$ cat src/rtl/alu_result_display.sv
// Double-dabble binary-to-BCD of an ALU result (2*WIDTH cycles, start taken only when ready; no queueing)
// plus a registered, free-running multiplexed 7-segment scan with leading-zero blanking and overflow dashes.
module alu_result_display #(
  parameter int WIDTH       = 4,
  parameter int NDIG        = 3,
  parameter int REFRESH_DIV = 50000
) (
  input  logic                 clk,
  input  logic                 arst,
  input  logic                 start,
  input  logic [2*WIDTH-1:0]   value,
  output logic                 ready,
  output logic                 done,
  output logic [4*NDIG-1:0]    bcd,
  output logic                 ovf,
  output logic [NDIG-1:0]      an,
  output logic [6:0]           seg
);

  function automatic int dec_digits(input int bits);
    longint m;
    int     n;
    m = (longint'(1) << bits) - 1;
    n = 1;
    for (int i = 0; i < 20; i++) begin
      if (m >= 10) begin
        m = m / 10;
        n = n + 1;
      end
    end
    return n;
  endfunction

  function automatic logic [6:0] seg_enc(input logic [3:0] d);
    case (d)
      4'd0:    seg_enc = 7'b1000000;
      4'd1:    seg_enc = 7'b1111001;
      4'd2:    seg_enc = 7'b0100100;
      4'd3:    seg_enc = 7'b0110000;
      4'd4:    seg_enc = 7'b0011001;
      4'd5:    seg_enc = 7'b0010010;
      4'd6:    seg_enc = 7'b0000010;
      4'd7:    seg_enc = 7'b1111000;
      4'd8:    seg_enc = 7'b0000000;
      4'd9:    seg_enc = 7'b0010000;
      default: seg_enc = 7'b1111111;
    endcase
  endfunction

  localparam int VW  = 2 * WIDTH;
  localparam int FD  = dec_digits(VW);
  // Scratch always holds every decimal digit of the largest input, so overflow is visible.
  localparam int SD  = (FD > NDIG) ? FD : NDIG;
  localparam int CW  = $clog2(VW + 1);
  localparam int SCW = $clog2(REFRESH_DIV);
  localparam int IW  = (NDIG > 1) ? $clog2(NDIG) : 1;

  typedef enum logic {IDLE, CONV} state_t;

  state_t            state, state_nxt;
  logic [1:0]        rst_sync;
  logic              run;
  logic [4*SD-1:0]   scr, scr_adj, scr_nxt;
  logic [VW-1:0]     shf;
  logic [CW-1:0]     cnt;
  logic              last_step;
  logic              ovf_nxt;
  logic [SCW-1:0]    scan_cnt;
  logic [IW-1:0]     idx;
  logic [3:0]        digit;
  logic              upper_nz;
  logic [6:0]        seg_nxt;
  logic [NDIG-1:0]   an_nxt;

  // Release is synchronised; state only moves once run is high.
  always_ff @(posedge clk or negedge arst) begin
    if (!arst) rst_sync <= 2'b00;
    else       rst_sync <= {rst_sync[0], 1'b1};
  end
  assign run = rst_sync[1];

  assign ready     = (state == IDLE);
  assign last_step = (cnt == CW'(VW - 1));

  always_ff @(posedge clk or negedge arst) begin
    if (!arst)    state <= IDLE;
    else if (run) state <= state_nxt;
  end

  always_comb begin
    state_nxt = state;
    case (state)
      IDLE: if (start)     state_nxt = CONV;
      CONV: if (last_step) state_nxt = IDLE;
      default:             state_nxt = IDLE;
    endcase
  end

  always_comb begin
    scr_adj = scr;
    for (int i = 0; i < SD; i++) begin
      if (scr[4*i +: 4] >= 4'd5) scr_adj[4*i +: 4] = scr[4*i +: 4] + 4'd3;
    end
    scr_nxt = {scr_adj[4*SD-2:0], shf[VW-1]};
  end

  generate
    if (SD > NDIG) begin : g_ovf
      assign ovf_nxt = |scr_nxt[4*SD-1:4*NDIG];
    end else begin : g_no_ovf
      assign ovf_nxt = 1'b0;
    end
  endgenerate

  always_ff @(posedge clk or negedge arst) begin
    if (!arst) begin
      scr  <= '0;
      shf  <= '0;
      cnt  <= '0;
      bcd  <= '0;
      ovf  <= 1'b0;
      done <= 1'b0;
    end else if (run) begin
      done <= 1'b0;
      case (state)
        IDLE: if (start) begin
          shf <= value;
          scr <= '0;
          cnt <= '0;
        end
        CONV: begin
          scr <= scr_nxt;
          shf <= shf << 1;
          cnt <= cnt + CW'(1);
          if (last_step) begin
            bcd  <= scr_nxt[4*NDIG-1:0];
            ovf  <= ovf_nxt;
            done <= 1'b1;
          end
        end
        default: ;
      endcase
    end
  end

  always_ff @(posedge clk or negedge arst) begin
    if (!arst) begin
      scan_cnt <= '0;
      idx      <= '0;
    end else if (run) begin
      if (scan_cnt == SCW'(REFRESH_DIV - 1)) begin
        scan_cnt <= '0;
        idx      <= (idx == IW'(NDIG - 1)) ? '0 : idx + IW'(1);
      end else begin
        scan_cnt <= scan_cnt + SCW'(1);
      end
    end
  end

  // A digit above the units is blank when it and all higher digits are zero.
  always_comb begin
    digit    = 4'd0;
    upper_nz = 1'b0;
    for (int i = 0; i < NDIG; i++) begin
      if (IW'(i) == idx) digit = bcd[4*i +: 4];
      if (IW'(i) >= idx && bcd[4*i +: 4] != 4'd0) upper_nz = 1'b1;
    end
    if (ovf)                          seg_nxt = 7'b0111111;
    else if (idx != '0 && !upper_nz)  seg_nxt = 7'b1111111;
    else                              seg_nxt = seg_enc(digit);
    an_nxt = ~(NDIG'(1) << idx);
  end

  always_ff @(posedge clk or negedge arst) begin
    if (!arst) begin
      an  <= ~NDIG'(1);
      seg <= 7'b1000000;
    end else if (run) begin
      an  <= an_nxt;
      seg <= seg_nxt;
    end
  end

endmodule

$ cat config.mk
export PLATFORM = sky130hd
export DESIGN_NAME = alu_result_display
export DESIGN_NICKNAME = d
export VERILOG_FILES = /design/src/rtl/alu_result_display.sv
export SDC_FILE = /design/constraint.sdc
export NUM_CORES = 1
export LEC_CHECK = 0
export CELL_PAD_IN_SITES_DETAIL_PLACEMENT = 1
export CELL_PAD_IN_SITES_GLOBAL_PLACEMENT = 1
export CORE_MARGIN = 2
export CORE_UTILIZATION = 30
export DETAILED_ROUTE_END_ITERATION = 8
export HOLD_SLACK_MARGIN = 0.05
export PLACE_DENSITY = 0.57
export SYNTH_ARGS = -nofsm -noshare
export SYNTH_HDL_FRONTEND = slang
export SYNTH_SLANG_ARGS = --single-unit
$ cat constraint.sdc
create_clock -name clk -period 2 [get_ports clk]
set_clock_uncertainty 0.1 [all_clocks]
set_input_delay 0.2 -clock clk [delete_from_list [all_inputs] [get_ports clk]]
set_output_delay 0.2 -clock clk [all_outputs]
set_load 0.05 [all_outputs]
# After elaboration in Yosys (flattened, before gate mapping)
# Memory sizes are Yosys's and may differ from the RTL's.
# Index checks and enable logic that the tools add are counted.
[totals]
mem_bits_ro = 112
out_inout_bits = 25
in_bits = 11
memories = 1
wordCells = 69
regBits = 68
[op_classes]
reduce_logical = 13
add_sub_neg = 6
shifts = 1
magnitude_cmp = 6
mux = 23
eq_ne = 6
bitwise = 2
[mem_list]
columns = ["memory", "depth", "word_bits", "rd", "rd_ports_with_merged_regs", "write_ports", "line_no", "text"]
rows = [
  ["(name not given)", 16, 7, 1, 0, 0, "35", "case (d)"],
]
[ops]
columns = ["cell", "n"]
rows = [
  ["4-bit two-way mux", 6],
  ["12-bit case mux with 2 select lines", 1],
  ["16-bit by 1-bit adder with 16-bit output (second input constant)", 1],
  ["16-bit == test (second input constant)", 1],
  ["16-bit two-way mux", 1],
  ["8-bit case mux with 2 select lines", 1],
  ["4-bit by 3-bit greater-or-equal comparator with 1-bit output (second input constant)", 3],
  ["12-bit two-way mux", 1],
  ["4-bit nonzero test", 3],
  ["4-bit by 2-bit adder with 4-bit output (second input constant)", 2],
  ["8-bit two-way mux", 1],
  ["4-bit case mux with 2 select lines", 1],
  ["1-bit two-way mux", 7],
  ["7-bit two-way mux", 1],
  ["4-bit by 1-bit adder with 4-bit output (second input constant)", 1],
  ["4-bit by 3-bit == test with 1-bit output (second input constant)", 1],
  ["1-bit by 2-bit greater-or-equal comparator with 1-bit output (first input constant)", 2],
  ["1-bit logical AND", 4],
  ["2-bit AND reduction", 2],
  ["3-bit by 2-bit adder with 3-bit output (second input constant)", 1],
  ["3-bit two-way mux", 1],
  ["3-bit inverter", 1],
  ["3-bit AND reduction", 1],
  ["1-bit by 2-bit << shifter with 3-bit output (first input constant)", 1],
  ["other kinds (12)", 12],
]

# Logic depth before layout (Yosys ltp)
# Gate-level depths: netlist (run 1).
[depth]
word_depth = 8
ltp_mapped = 8

# Worst setup path after synthesis (run 1)
# OpenSTA, ideal clock, no wires.
[synth_path]
kind = "register to register"
startpoint = "register bcd[9]"
endpoint = "register seg[3]"
setup_ns = 0.126
t_arrival_ns = 1.758
setup_slack_ns = 0.015
stages_incl_launch_ff = 7
required_ns = 1.774
path_cell_list = "dfrtp_1 mux2i_1 a2bb2oi_2 inv_1 ha_1 nor3_1 o32a_1"
[synth_via]
elab_chain_len = 6
word_cells_on_any_way = 8
[synth_rtl]
columns = ["element", "line_no", "text"]
rows = [
  ["start: declaration", "14", "output logic [4*NDIG-1:0] bcd,"],
  ["start signal: assignment", "136", "bcd <= scr_nxt[4*NDIG-1:0];"],
  ["branches (longest 5 deep; another with memory 16 x 7 bit)", "--", ""],
  ["7-bit two-way mux (*)", "169", "else if (idx != '0 && !upper_nz) seg_nxt = 7'b1111111;"],
  ["end signal: assignment", "180", "seg <= seg_nxt;"],
  ["end: declaration", "17", "output logic [6:0] seg"],
]
# Every way passes the cells marked *.
# A chain may end at the register's enable or synchronous reset.

# Final worst setup path (run 1)
[layout_path]
startpoint = "register bcd[7]"
endpoint = "output port bcd[7]"
# No word-level cell between the ends.

==> impl_metrics.tcl, run 1 <==
set metrics [dict create \
    cp.depth 1 \
    grt_pass1_vias 2742 \
    final_max_slew_viol_count 0 \
    p_int_mw 3.39 \
    crit_fanout 4 \
    cp.arrival_ns 1.64 \
    fillers 1251 \
    synth-seq-cells 68 \
    drt_iter0_markers 41 \
    final_common_cell "dfrtp_1" \
    grt_max_degree 30 \
    cts_tree "done" \
    cts_buffer_depth 2 \
    multi_input_area_mm2 0.00151 \
    synthArstFlopShare_pct 100 \
    synth-xor-area-share_pct 4.22 \
    dr.pass1.iters 4 \
    rsz0062_at_grt "no" \
    clkSlewWorstSetupHoldPaths_ns 0.07 \
    crit-reg2reg-launch "scan_cnt[11]" \
    grt_first_pass_wirelength_mm 13.7 \
    synth.avg_cell_area_um2 9.92 \
    worst_ir_drop_vdd_mv 0.802 \
    clock_sinks 68 \
    worstMarginPinSlew_ns 0.526 \
    p_per_area_mw_per_mm2 1400 \
    die_y_um 109 \
    n_antenna_cell 0 \
    cts_buffers 9 \
    startpoint_type "flip-flop" \
    most-common-layout-cells "dfrtp_1 (65), nand2_1 (52), o21ai_0 (36)" \
    synth_top_area_share_pct 48.9 \
    p_comb_share_pct 43.1 \
    r2r_end "scan_cnt[3]" \
    power.total_mw 5.85 \
    setup.worst_path.end "bcd[7]" \
    hpwl_mm 6.12 \
    synth-edff-count 0 \
    relSlewSlack_pct 64.8 \
    power_frac_seq_pct 38.5 \
    routed_wl_mm 8.32 \
    grt.total_usage_pct 15.3 \
    die-area_mm2 0.0119 \
    syn_inst 335 \
    reg2regPathDepth 6 \
    critPathCaptureType "output port" \
    start_util_pct 30.7 \
    avgRoutedWirePerCell_um 15.6 \
    rrSetupSlack_ns 0.12 \
    rows 38 \
    critPathKind "reg2out" \
    die_w_um 109 \
    via_count 2617 \
    drive_gt1_share_pct 15.2 \
    crit_family "buffers and inverters" \
    fin_util_pct 38.6 \
    ys_top_cells_by_area "dfrtp_1 (49%), nand2_1 (5.9%), o21ai_0 (5.4%), ha_1 (3.4%), mux2i_1 (3.3%)" \
    ys_seq_area_share_pct 51.3 \
    maxCapViolations 0 \
    synth_simple_gate_area_share_pct 18.6 \
    synth-adder-area-share_pct 3.39 \
    overflow 0 \
    fmax_ghz 0.516 \
    synth-warning-count 0 \
    yosysUniqueCellTypes 47 \
    finalCriticalPeriod_ns 1.94 \
    path_cells "clkdlybuf4s50_1" \
    nNetsFinal 410 \
    finalNonFillerCells 534 \
    placed_cells 517 \
    cp.required_ns 1.70 \
    path_buf_inv 1 \
    core_area_mm2 0.0108 \
    ctsHtreeMaxLevel 3 \
    fin_crit_sh_pct 96.9 \
    setup_viol 0 \
    yosysTopAreaCell "dfrtp_1" \
    drtAntennaViolNets 0 \
    pin_count 36 \
    crit_path_max_incr_delay_ns 0.84 \
    netlist_area_mm2 0.00332 \
    synthFlopType "dfrtp_1" \
    syn_nets 355 \
    ff_latch_area_mm2 0.00171 \
    yosys-mux-area-fraction_pct 4.44 \
    numPortBuffers 34 \
    area_growth_pct 26.0 \
    hold_path.class "in2async" \
    drc 0 \
    crit_slowest_cell "clkdlybuf4s50_1" \
    outcome "finished clean" \
    p_sw_share_pct 42.0 \
    root_buffer "clkbuf_8" \
    synth-compound-area-share_pct 14.2 \
    clockPowerShare_pct 18.4 \
    hold_ws_ns 0.209 \
    critPathLaunch "bcd[7]" \
    finalHoldViolCount 0 \
    vias_per_cell 4.90 \
    antenna_found_initial 0 \
    switchingPower_mw 2.46 \
    p_leak_nw 1.88 \
    clk_latency_ns 0.35 \
    finalSetupTns_ns 0 \
    synth_top_family_by_area "simple AND/OR/NAND/NOR gates" \
    gp_congestion 0.841 \
]
-- synthesized netlist by cell type (2+ instances only) --
| master | count |
|---|---|
| dfrtp_1 | 65 |
| nand2_1 | 52 |
| o21ai_0 | 36 |
| nor2_1 | 17 |
| a21oi_1 | 15 |
| inv_1 | 14 |
| xnor2_1 | 12 |
| mux2i_1 | 11 |
| clkbuf_1 | 9 |
| ha_1 | 9 |
| nor3_1 | 9 |
| nand3_1 | 7 |
| a22o_1 | 5 |
| a31oi_1 | 5 |
| nor4_1 | 5 |
| o22a_1 | 5 |
| o2bb2ai_1 | 4 |
| xor2_1 | 4 |
| and4_1 | 3 |
| buf_2 | 3 |
| dfstp_2 | 3 |
| nand2b_1 | 3 |
| nand4_1 | 3 |
| nor3b_1 | 3 |
| or3b_2 | 3 |
| and2_1 | 2 |
| and3_1 | 2 |
| conb_1 | 2 |
| mux2_2 | 2 |
| nor2b_1 | 2 |
| o21ai_1 | 2 |
| o22ai_1 | 2 |
| or4b_4 | 2 |
-- per-stage QoR --
step,setup slack (ns),cell area (µm²)
2_1_floorplan,0.0154,3320
3_3_place_gp,0.137,3960
3_5_place_dp,0.0989,3960
4_1_cts,0.0169,4160
5_1_grt,0.0109,4190
6_report,0.0626,4190
-- how the worst min path moves through the flow --
stage               slack [ns]  start          end
floorplan                -0.20   arst        an[0]
global placement          0.06   arst  scan_cnt[5]
detailed placement        0.06   arst  scan_cnt[5]
CTS                       0.20   arst  scan_cnt[5]
global route              0.24   arst  scan_cnt[5]
finish                    0.21   arst  scan_cnt[5]
-- per-layer routing --
| metal | wire [µm] | global-route usage, % | up-vias | share of wire (%) |
|---|---|---|---|---|
| met3 | 203 | 3.59 | 8 | 2.4 |
| met2 | 4180 | 26.1 | 33 | 50 |
| met4 | 116 | 4.79 | 0 | 1.4 |
| li1 | - | - | 1284 | - |
| met5 | 0 | 0 | - | 0 |
| met1 | 3810 | 19.1 | 1292 | 46 |
-- kinds of logic (layout without fill, tap and decap cells) --
logic type / count (synthesis) / after routing
xor gates and xnor gates: 16 / 16
adders and majority gates: 9 / 9
other: 2 / 2
muxes: 14 / 14
buffers and inverters: 28 / 87
DFF: 68 / 68
and+or+nand+nor: 120 / 120
AOI/OAI and AO/OA: 78 / 78
-- cell type report --
type / count / share of cell area (%)
inverters: 14 / 1.26
well taps: 140 / 4.18
multi-input cells: 239 / 36.2
repair buffers: 58 / 13.2
clock buffers: 14 / 4.36
flip-flops and latches: 68 / 40.7
clock inverters: 1 / 0.120
-- timing repair --
action                     in CTS  in global routing
setup endpoints to repair       1                  3
gates resized for setup         1                  5
pin swaps                       0                  1
setup buffers                   0                  1
hold buffers                    1                  0
hold endpoints to repair       40                  0
-- power by group through the flow --
stage / clock network (mW) / registers [mW] / logic [mW]
2_1_floorplan: 0 / 2.74 / 1.17
6_report: 1.08 / 2.25 / 2.52
3_3_place_gp: 0 / 2.27 / 2.49
4_1_cts: 1.14 / 2.26 / 2.55
5_1_grt: 1.18 / 2.34 / 2.80
3_5_place_dp: 0 / 2.28 / 2.53
-- state kept, by name, indices dropped and copies added, names as in the netlist --
name      flops
state         1
rst_sync      2
cnt           4
idx           2
scan_cnt     16
seg           7
bcd          12
shf           8
done          1
scr          12
an            3
Note: power is estimated with default switching activity, not from simulation.
==> run 2, diff against run 1 <==
CAP_MARGIN = 20   (was not set)
==> results of run 2 <==
No change in the layout: final DEF, timing and power equal those of run 1.
